===== config.mk =====
export PLATFORM = sky130hd
export DESIGN_NAME = ao22_share_arbiter_flat
export DESIGN_NICKNAME = d
export VERILOG_FILES = /design/src/rtl/ao22_arb_pkg.sv /design/src/rtl/ao22_share_arbiter_if.sv /design/src/rtl/ao22_rr_pick.sv /design/src/rtl/ao22_share_arbiter.sv /design/src/flat_wrapper.sv
export SDC_FILE = /design/constraint.sdc
export NUM_CORES = 1
export LEC_CHECK = 0
export CAP_MARGIN = 20
export CELL_PAD_IN_SITES_DETAIL_PLACEMENT = 1
export CELL_PAD_IN_SITES_GLOBAL_PLACEMENT = 1
export CORE_UTILIZATION = 36
export CTS_BUF_LIST = sky130_fd_sc_hd__clkbuf_4
export CTS_CLUSTER_DIAMETER = 40
export DETAILED_ROUTE_END_ITERATION = 7
export PLACE_DENSITY = 0.76
export SLEW_MARGIN = 10
export SYNTH_ARGS = -nofsm -noshare
export SYNTH_HDL_FRONTEND = slang
export SYNTH_HIERARCHICAL = 1
export SYNTH_SLANG_ARGS = --single-unit

===== constraint.sdc =====
create_clock -name CLK -period 1.55 [get_ports CLK]
set_input_delay 0.3875 -clock CLK [delete_from_list [all_inputs] [get_ports CLK]]
set_output_delay 0.3875 -clock CLK [all_outputs]
set_load 0.05 [all_outputs]

===== src/rtl/ao22_arb_pkg.sv =====
// Shared types and parameter-legality helpers for the AO22 share arbiter.
// Owner states, dead-counter width and elaboration checks.
package ao22_arb_pkg;

    typedef enum logic [1:0] {
        IDLE = 2'd0,
        OWN0 = 2'd1,
        OWN1 = 2'd2,
        TURN = 2'd3
    } arb_state_e;

    localparam int DEAD_W = 3;

endpackage

// Elaboration-time guard: a failing condition stops the build.
`define AO22_ARB_REQUIRE(lbl, cond, msg) \
    if (!(cond)) begin : lbl \
        $fatal(1, msg); \
    end


===== src/rtl/ao22_share_arbiter_if.sv =====
// Request/grant bundle between the two requesters and the arbiter.
// The arbiter side drives grants, selects, beat count and preempt.
interface ao22_share_arbiter_if #(
    parameter int CNT_W = 8
);

    logic             REQ0;
    logic             REQ1;
    logic             LAST0;
    logic             LAST1;
    logic             GNT0;
    logic             GNT1;
    logic             SEL0;
    logic             SEL1;
    logic [CNT_W-1:0] BEATS;
    logic             PREEMPT;

    modport master (
        input  REQ0,
        input  REQ1,
        input  LAST0,
        input  LAST1,
        output GNT0,
        output GNT1,
        output SEL0,
        output SEL1,
        output BEATS,
        output PREEMPT
    );

    modport slave (
        output REQ0,
        output REQ1,
        output LAST0,
        output LAST1,
        input  GNT0,
        input  GNT1,
        input  SEL0,
        input  SEL1,
        input  BEATS,
        input  PREEMPT
    );

endinterface


===== src/rtl/ao22_rr_pick.sv =====
// Two-way round-robin pick; last_i=1 means requester 1 owned last,
// so requester 0 wins a tie.
module ao22_rr_pick (
    input  logic req0_i,
    input  logic req1_i,
    input  logic last_i,
    output logic pick0_o,
    output logic pick1_o
);

    assign pick0_o = req0_i & (~req1_i | last_i);
    assign pick1_o = req1_i & (~req0_i | ~last_i);

endmodule


===== src/rtl/ao22_share_arbiter.sv =====
// Sequences SEL0/SEL1 of the shared AO22 bus column with dead cycles,
// bounded bursts and round-robin fairness.
module ao22_share_arbiter
    import ao22_arb_pkg::*;
#(
    parameter int MAX_BURST   = 8,
    parameter int DEAD_CYCLES = 1,
    parameter int CNT_W       = 8
) (
    input  logic                 CLK,
    input  logic                 RSTB,
    ao22_share_arbiter_if.master bus
);

    `AO22_ARB_REQUIRE(g_chk_dead_lo, DEAD_CYCLES >= 1,
        "DEAD_CYCLES must be at least 1")
    `AO22_ARB_REQUIRE(g_chk_dead_hi, DEAD_CYCLES <= (2**DEAD_W) - 1,
        "DEAD_CYCLES exceeds dead counter")
    `AO22_ARB_REQUIRE(g_chk_burst, (MAX_BURST >= 0) && (MAX_BURST <= 255),
        "MAX_BURST must be 0..255")
    `AO22_ARB_REQUIRE(g_chk_cnt, MAX_BURST <= (2**CNT_W) - 1,
        "CNT_W too narrow for MAX_BURST")

    localparam logic [CNT_W-1:0] BEAT_MAX = '1;
    localparam logic [CNT_W-1:0] BURST_END =
        CNT_W'((MAX_BURST == 0) ? 0 : MAX_BURST - 1);
    localparam logic [DEAD_W-1:0] DEAD_LD = DEAD_W'(DEAD_CYCLES);
    localparam logic [DEAD_W-1:0] DEAD_ONE = DEAD_W'(1);

    arb_state_e        state_q, state_d;
    logic              last_q, last_d;
    logic [CNT_W-1:0]  beats_q, beats_d;
    logic [DEAD_W-1:0] dead_q, dead_d;
    logic              pre_q, pre_d;
    logic              gnt0_q, gnt1_q;

    logic       pick0, pick1;
    arb_state_e win;
    logic       side1, cur_req, cur_last, oth_req, forced;

    ao22_rr_pick u_pick (
        .req0_i  (bus.REQ0),
        .req1_i  (bus.REQ1),
        .last_i  (last_q),
        .pick0_o (pick0),
        .pick1_o (pick1)
    );

    always_comb begin
        win = IDLE;
        if (pick0) begin
            win = OWN0;
        end else if (pick1) begin
            win = OWN1;
        end
    end

    assign side1    = (state_q == OWN1);
    assign cur_req  = side1 ? bus.REQ1  : bus.REQ0;
    assign cur_last = side1 ? bus.LAST1 : bus.LAST0;
    assign oth_req  = side1 ? bus.REQ0  : bus.REQ1;
    assign forced   = (MAX_BURST != 0) && (beats_q == BURST_END) && oth_req;

    always_comb begin
        state_d = state_q;
        last_d  = last_q;
        beats_d = beats_q;
        dead_d  = dead_q;
        pre_d   = 1'b0;
        unique case (state_q)
            IDLE: begin
                state_d = win;
            end
            OWN0, OWN1: begin
                if (!cur_req || cur_last || forced) begin
                    state_d = TURN;
                    last_d  = side1;
                    beats_d = '0;
                    dead_d  = DEAD_LD;
                    // A normal LAST or drop takes priority over preemption
                    pre_d   = cur_req && !cur_last;
                end else if (beats_q != BEAT_MAX) begin
                    beats_d = beats_q + 1'b1;
                end
            end
            TURN: begin
                if (dead_q == DEAD_ONE) begin
                    state_d = win;
                end else begin
                    dead_d = dead_q - 1'b1;
                end
            end
            default: begin
                state_d = IDLE;
            end
        endcase
    end

    // Grants come straight from flops so the AO22 selects never glitch
    always_ff @(posedge CLK) begin
        if (!RSTB) begin
            state_q <= IDLE;
            last_q  <= 1'b1;
            beats_q <= '0;
            dead_q  <= '0;
            pre_q   <= 1'b0;
            gnt0_q  <= 1'b0;
            gnt1_q  <= 1'b0;
        end else begin
            state_q <= state_d;
            last_q  <= last_d;
            beats_q <= beats_d;
            dead_q  <= dead_d;
            pre_q   <= pre_d;
            gnt0_q  <= (state_d == OWN0);
            gnt1_q  <= (state_d == OWN1);
        end
    end

    assign bus.GNT0    = gnt0_q;
    assign bus.GNT1    = gnt1_q;
    assign bus.SEL0    = gnt0_q;
    assign bus.SEL1    = gnt1_q;
    assign bus.BEATS   = beats_q;
    assign bus.PREEMPT = pre_q;

endmodule


===== src/flat_wrapper.sv =====
// flat-port wrapper written by rule: the top's interface ports become plain ports
module ao22_share_arbiter_flat import ao22_arb_pkg::*;
#(
    parameter int MAX_BURST   = 8,
    parameter int DEAD_CYCLES = 1,
    parameter int CNT_W       = 8
)
  (CLK, RSTB, bus_REQ0, bus_REQ1, bus_LAST0, bus_LAST1, bus_GNT0, bus_GNT1, bus_SEL0, bus_SEL1, bus_BEATS, bus_PREEMPT);
  ao22_share_arbiter_if #(.CNT_W(CNT_W)) bus_i ();
  input  logic CLK;
  input  logic RSTB;
  input wire logic [$bits(bus_i.REQ0)-1:0] bus_REQ0;
  input wire logic [$bits(bus_i.REQ1)-1:0] bus_REQ1;
  input wire logic [$bits(bus_i.LAST0)-1:0] bus_LAST0;
  input wire logic [$bits(bus_i.LAST1)-1:0] bus_LAST1;
  output wire logic [$bits(bus_i.GNT0)-1:0] bus_GNT0;
  output wire logic [$bits(bus_i.GNT1)-1:0] bus_GNT1;
  output wire logic [$bits(bus_i.SEL0)-1:0] bus_SEL0;
  output wire logic [$bits(bus_i.SEL1)-1:0] bus_SEL1;
  output wire logic [$bits(bus_i.BEATS)-1:0] bus_BEATS;
  output wire logic [$bits(bus_i.PREEMPT)-1:0] bus_PREEMPT;
  assign bus_i.REQ0 = bus_REQ0;
  assign bus_i.REQ1 = bus_REQ1;
  assign bus_i.LAST0 = bus_LAST0;
  assign bus_i.LAST1 = bus_LAST1;
  assign bus_GNT0 = bus_i.GNT0;
  assign bus_GNT1 = bus_i.GNT1;
  assign bus_SEL0 = bus_i.SEL0;
  assign bus_SEL1 = bus_i.SEL1;
  assign bus_BEATS = bus_i.BEATS;
  assign bus_PREEMPT = bus_i.PREEMPT;
  ao22_share_arbiter #(.MAX_BURST(MAX_BURST), .DEAD_CYCLES(DEAD_CYCLES), .CNT_W(CNT_W)) u_core (.CLK(CLK), .RSTB(RSTB), .bus(bus_i));
endmodule

==> flow_summary.ini <==
[status]
outcome = finished, violations left
failed_checks = setup timing

[place]
dp_hpwl_um = 2694
placed_area_um2 = 1652
io_buffer_count = 18
gp_congestion = 0.8534
post-place-ws_ps = -481.9

[power]
power_density_nw_per_um2 = 664.6
power_w = 0.001266
pwr-share-comb_pct = 40.1
clockPowerShare_pct = 22.2
p_int_w = 0.0008131
p_leak_nw = 0.7045
seqPwrFrac_pct = 37.7
switchingPower_w = 0.0004533
p_sw_share_pct = 35.79
ir_drop_uv = 376.3

[hold_path]
hold_class = reg -> reg

[drt]
dr_total_vias = 1251
drt_iter0_markers = 25
routed_via_density = 5.929
first_pass_iters = 4
wl_per_cell_um = 20.04
drc = 0
drtAntennaViolNets = 0
routed_wl_um = 4229

[die]
ioPinCount = 19
start_util_pct = 38.76
core-area_um2 = 2805
rows = 19
die_height_um = 56.96
die_w_um = 56.96
die_area_um2 = 3244

[global_route]
antenna_found_initial = 0
first_global_vias = 1330
grt_max_degree = 10
grt_pass1_wl_um = 6354
overflow = 0
grtUsageTotal_pct = 25.37

[cts]
clkLatencyLatePin_ps = 310
clkTransAtPathRegs_ps = 110
holdBufCountCts = 0
cts_inserted_buffers = 3
cts_htree_levels = 1
cts_sinks = 17
cts_root_buf = clkbuf_4
clock_path_buffers = 2
cts_tree = done

[synth]
synth.top_cell.area_share_pct = 31.30
synth_compound_area_share_pct = 21.29
synth.avg_cell_area_um2 = 8.364
ys_seq_area_share_pct = 31.30
ys_warn_count = 6
synth.cell_area_um2 = 1087
synth_top_family_by_area = simple AND/OR/NAND/NOR gates
ys_ff_latch = 17
ys_top_cells_by_area = dfxtp_1, ha_1, a21oi_1, nor3_1, nand3_1
synth-edff-count = 0
synthCells = 130
synthFlopType = dfxtp_1
synth-adder-area-share_pct = 6.904
syn_nets = 142
synth_area_leader_cell = dfxtp_1
muxShareOfSynthArea_pct = 1.956
synthArstFlopShare_pct = 0
synth_cell_types = 47
synth_xor_area_share_pct = 1.611
synth-simple-area-share_pct = 31.53

[sta]
whs_ps = 535.7
finalHoldViolCount = 0
setup_violations = 13
rsz0062_at_grt = yes
max_slew.worst_pin.slew_ps = 404.2
final-max-slew-violation-count = 0
setup_ws_ps = -102.0
clock-skew-final_ps = 4.993
post-route-min-period_ps = 1652
fin_crit_sh_pct = 106.6
slew-limit-headroom_pct = 72.91
achievable-frequency_mhz = 605.3

[final_layout]
fin_util_pct = 67.93
syn_to_final_growth_pct = 75.26
antennaDiodeCount = 0
finish.instance_area_um2 = 1906
nets = 193
drive_gt1_share_pct = 52.78

[worst_setup_path]
worst-path-max-fanout = 7
path_class = reg -> reg
arrival_ps = 1860
required_ps = 1760
endpoint_kind = flip-flop
start_kind = flip-flop

[job]
drv_cap = 0
power by group through the flow:
stage               sequential [W]  clock [W]  combinational, W
finish                    0.000478   0.000281          0.000508
CTS                       0.000478   0.000281          0.000442
global route              0.000480   0.000302          0.000542
floorplan                 0.000516          0          0.000198
global placement          0.000486          0          0.000390
detailed placement        0.000488          0          0.000404
worst paths after layout:
kind,start,slack [ps],end,depth (start not counted)
max,u_core/state_q[1],-100,u_core/bus.GNT1,6
min,u_core/bus.BEATS[6],540,u_core/bus.BEATS[6],1
min reg2reg,u_core/bus.BEATS[6],540,u_core/bus.BEATS[6],1
max reg2reg,u_core/state_q[1],-100,u_core/bus.GNT1,6
cell usage after synthesis (2+ instances only):
cell type	n
dfxtp_1	17
inv_1	9
a21oi_1	8
nand2_1	8
nor2_1	8
nor3_1	8
nand3_1	7
ha_1	6
o21ai_0	5
nand4_1	4
and3_1	3
a211oi_1	2
a31oi_1	2
and4_1	2
buf_2	2
buf_4	2
nand3b_1	2
nor2b_1	2
o22ai_1	2
o2bb2ai_1	2
o31ai_1	2
xor2_1	2
registers in the layout, indices dropped and copies added, names as in the netlist:
name	cells
u_core/bus.GNT1	1
u_core/dead_q	3
u_core/bus.BEATS	8
u_core/bus.GNT0	1
u_core/state_q	2
u_core/bus.PREEMPT	1
u_core/last_q	1
final cells by class:
| cell class | count | area (um2) |
|---|---|---|
| clock buffer | 4 | 30.03 |
| multi-input combinational | 100 | 877.1 |
| fill | 317 | 899.6 |
| inverter | 9 | 38.79 |
| tap | 31 | 38.79 |
| timing repair buffer | 50 | 560.5 |
| sequential | 17 | 360.3 |
per-stage QoR:
step	TNS [ps]	instances
6_report	-746.2	211
5_1_grt	-1688	211
2_1_floorplan	0	130
3_5_place_dp	-6749	199
4_1_cts	-437.8	204
3_3_place_gp	-5895	199
routing by layer:
layer  wire length, um  vias up  part of all wire (%)  track usage (%)
li1                  -      588                     -                -
met1              1932      623                    46            31.36
met2              2088       30                    49            43.87
met3               105       10                   2.5            2.494
met4               103        0                   2.4            12.89
met5                 0        -                     0                0
kinds of logic after synthesis:
| logic type | after synthesis |
|---|---|
| flops | 17 |
| fa+ha+maj | 6 |
| xor+xnor | 2 |
| mux | 2 |
| compound gates | 34 |
| simple gates | 56 |
| buf+inv | 13 |
placed cells by master (no fill, tap or decap), types with 3 or more instances in the layout:
cell	count
a21oi_1	4
a21oi_2	3
buf_12	13
buf_4	29
buf_6	3
clkbuf_4	4
clkdlybuf4s50_1	4
dfxtp_1	7
dfxtp_2	7
dfxtp_4	3
ha_1	3
ha_4	3
inv_1	7
nand2_1	7
nand3_1	5
nand4_1	4
nor2_1	7
nor3_1	4
nor3_2	5
o21ai_0	3
worst max-delay path, cell delays in order (launching register included):
cell and delay [ps]:
dfxtp_4 410, inv_4 50, ha_4 330, buf_4 150
nand3_4 100, a311o_1 330, and4_1 190
repair_timing:
item                                   CTS  global route
setup buffers                            1             7
endpoints found under the hold margin    0             0
pin swaps                               14            11
setup endpoints to repair               16            17
resized for setup                       21            18
(Power assumes the default switching activity.)
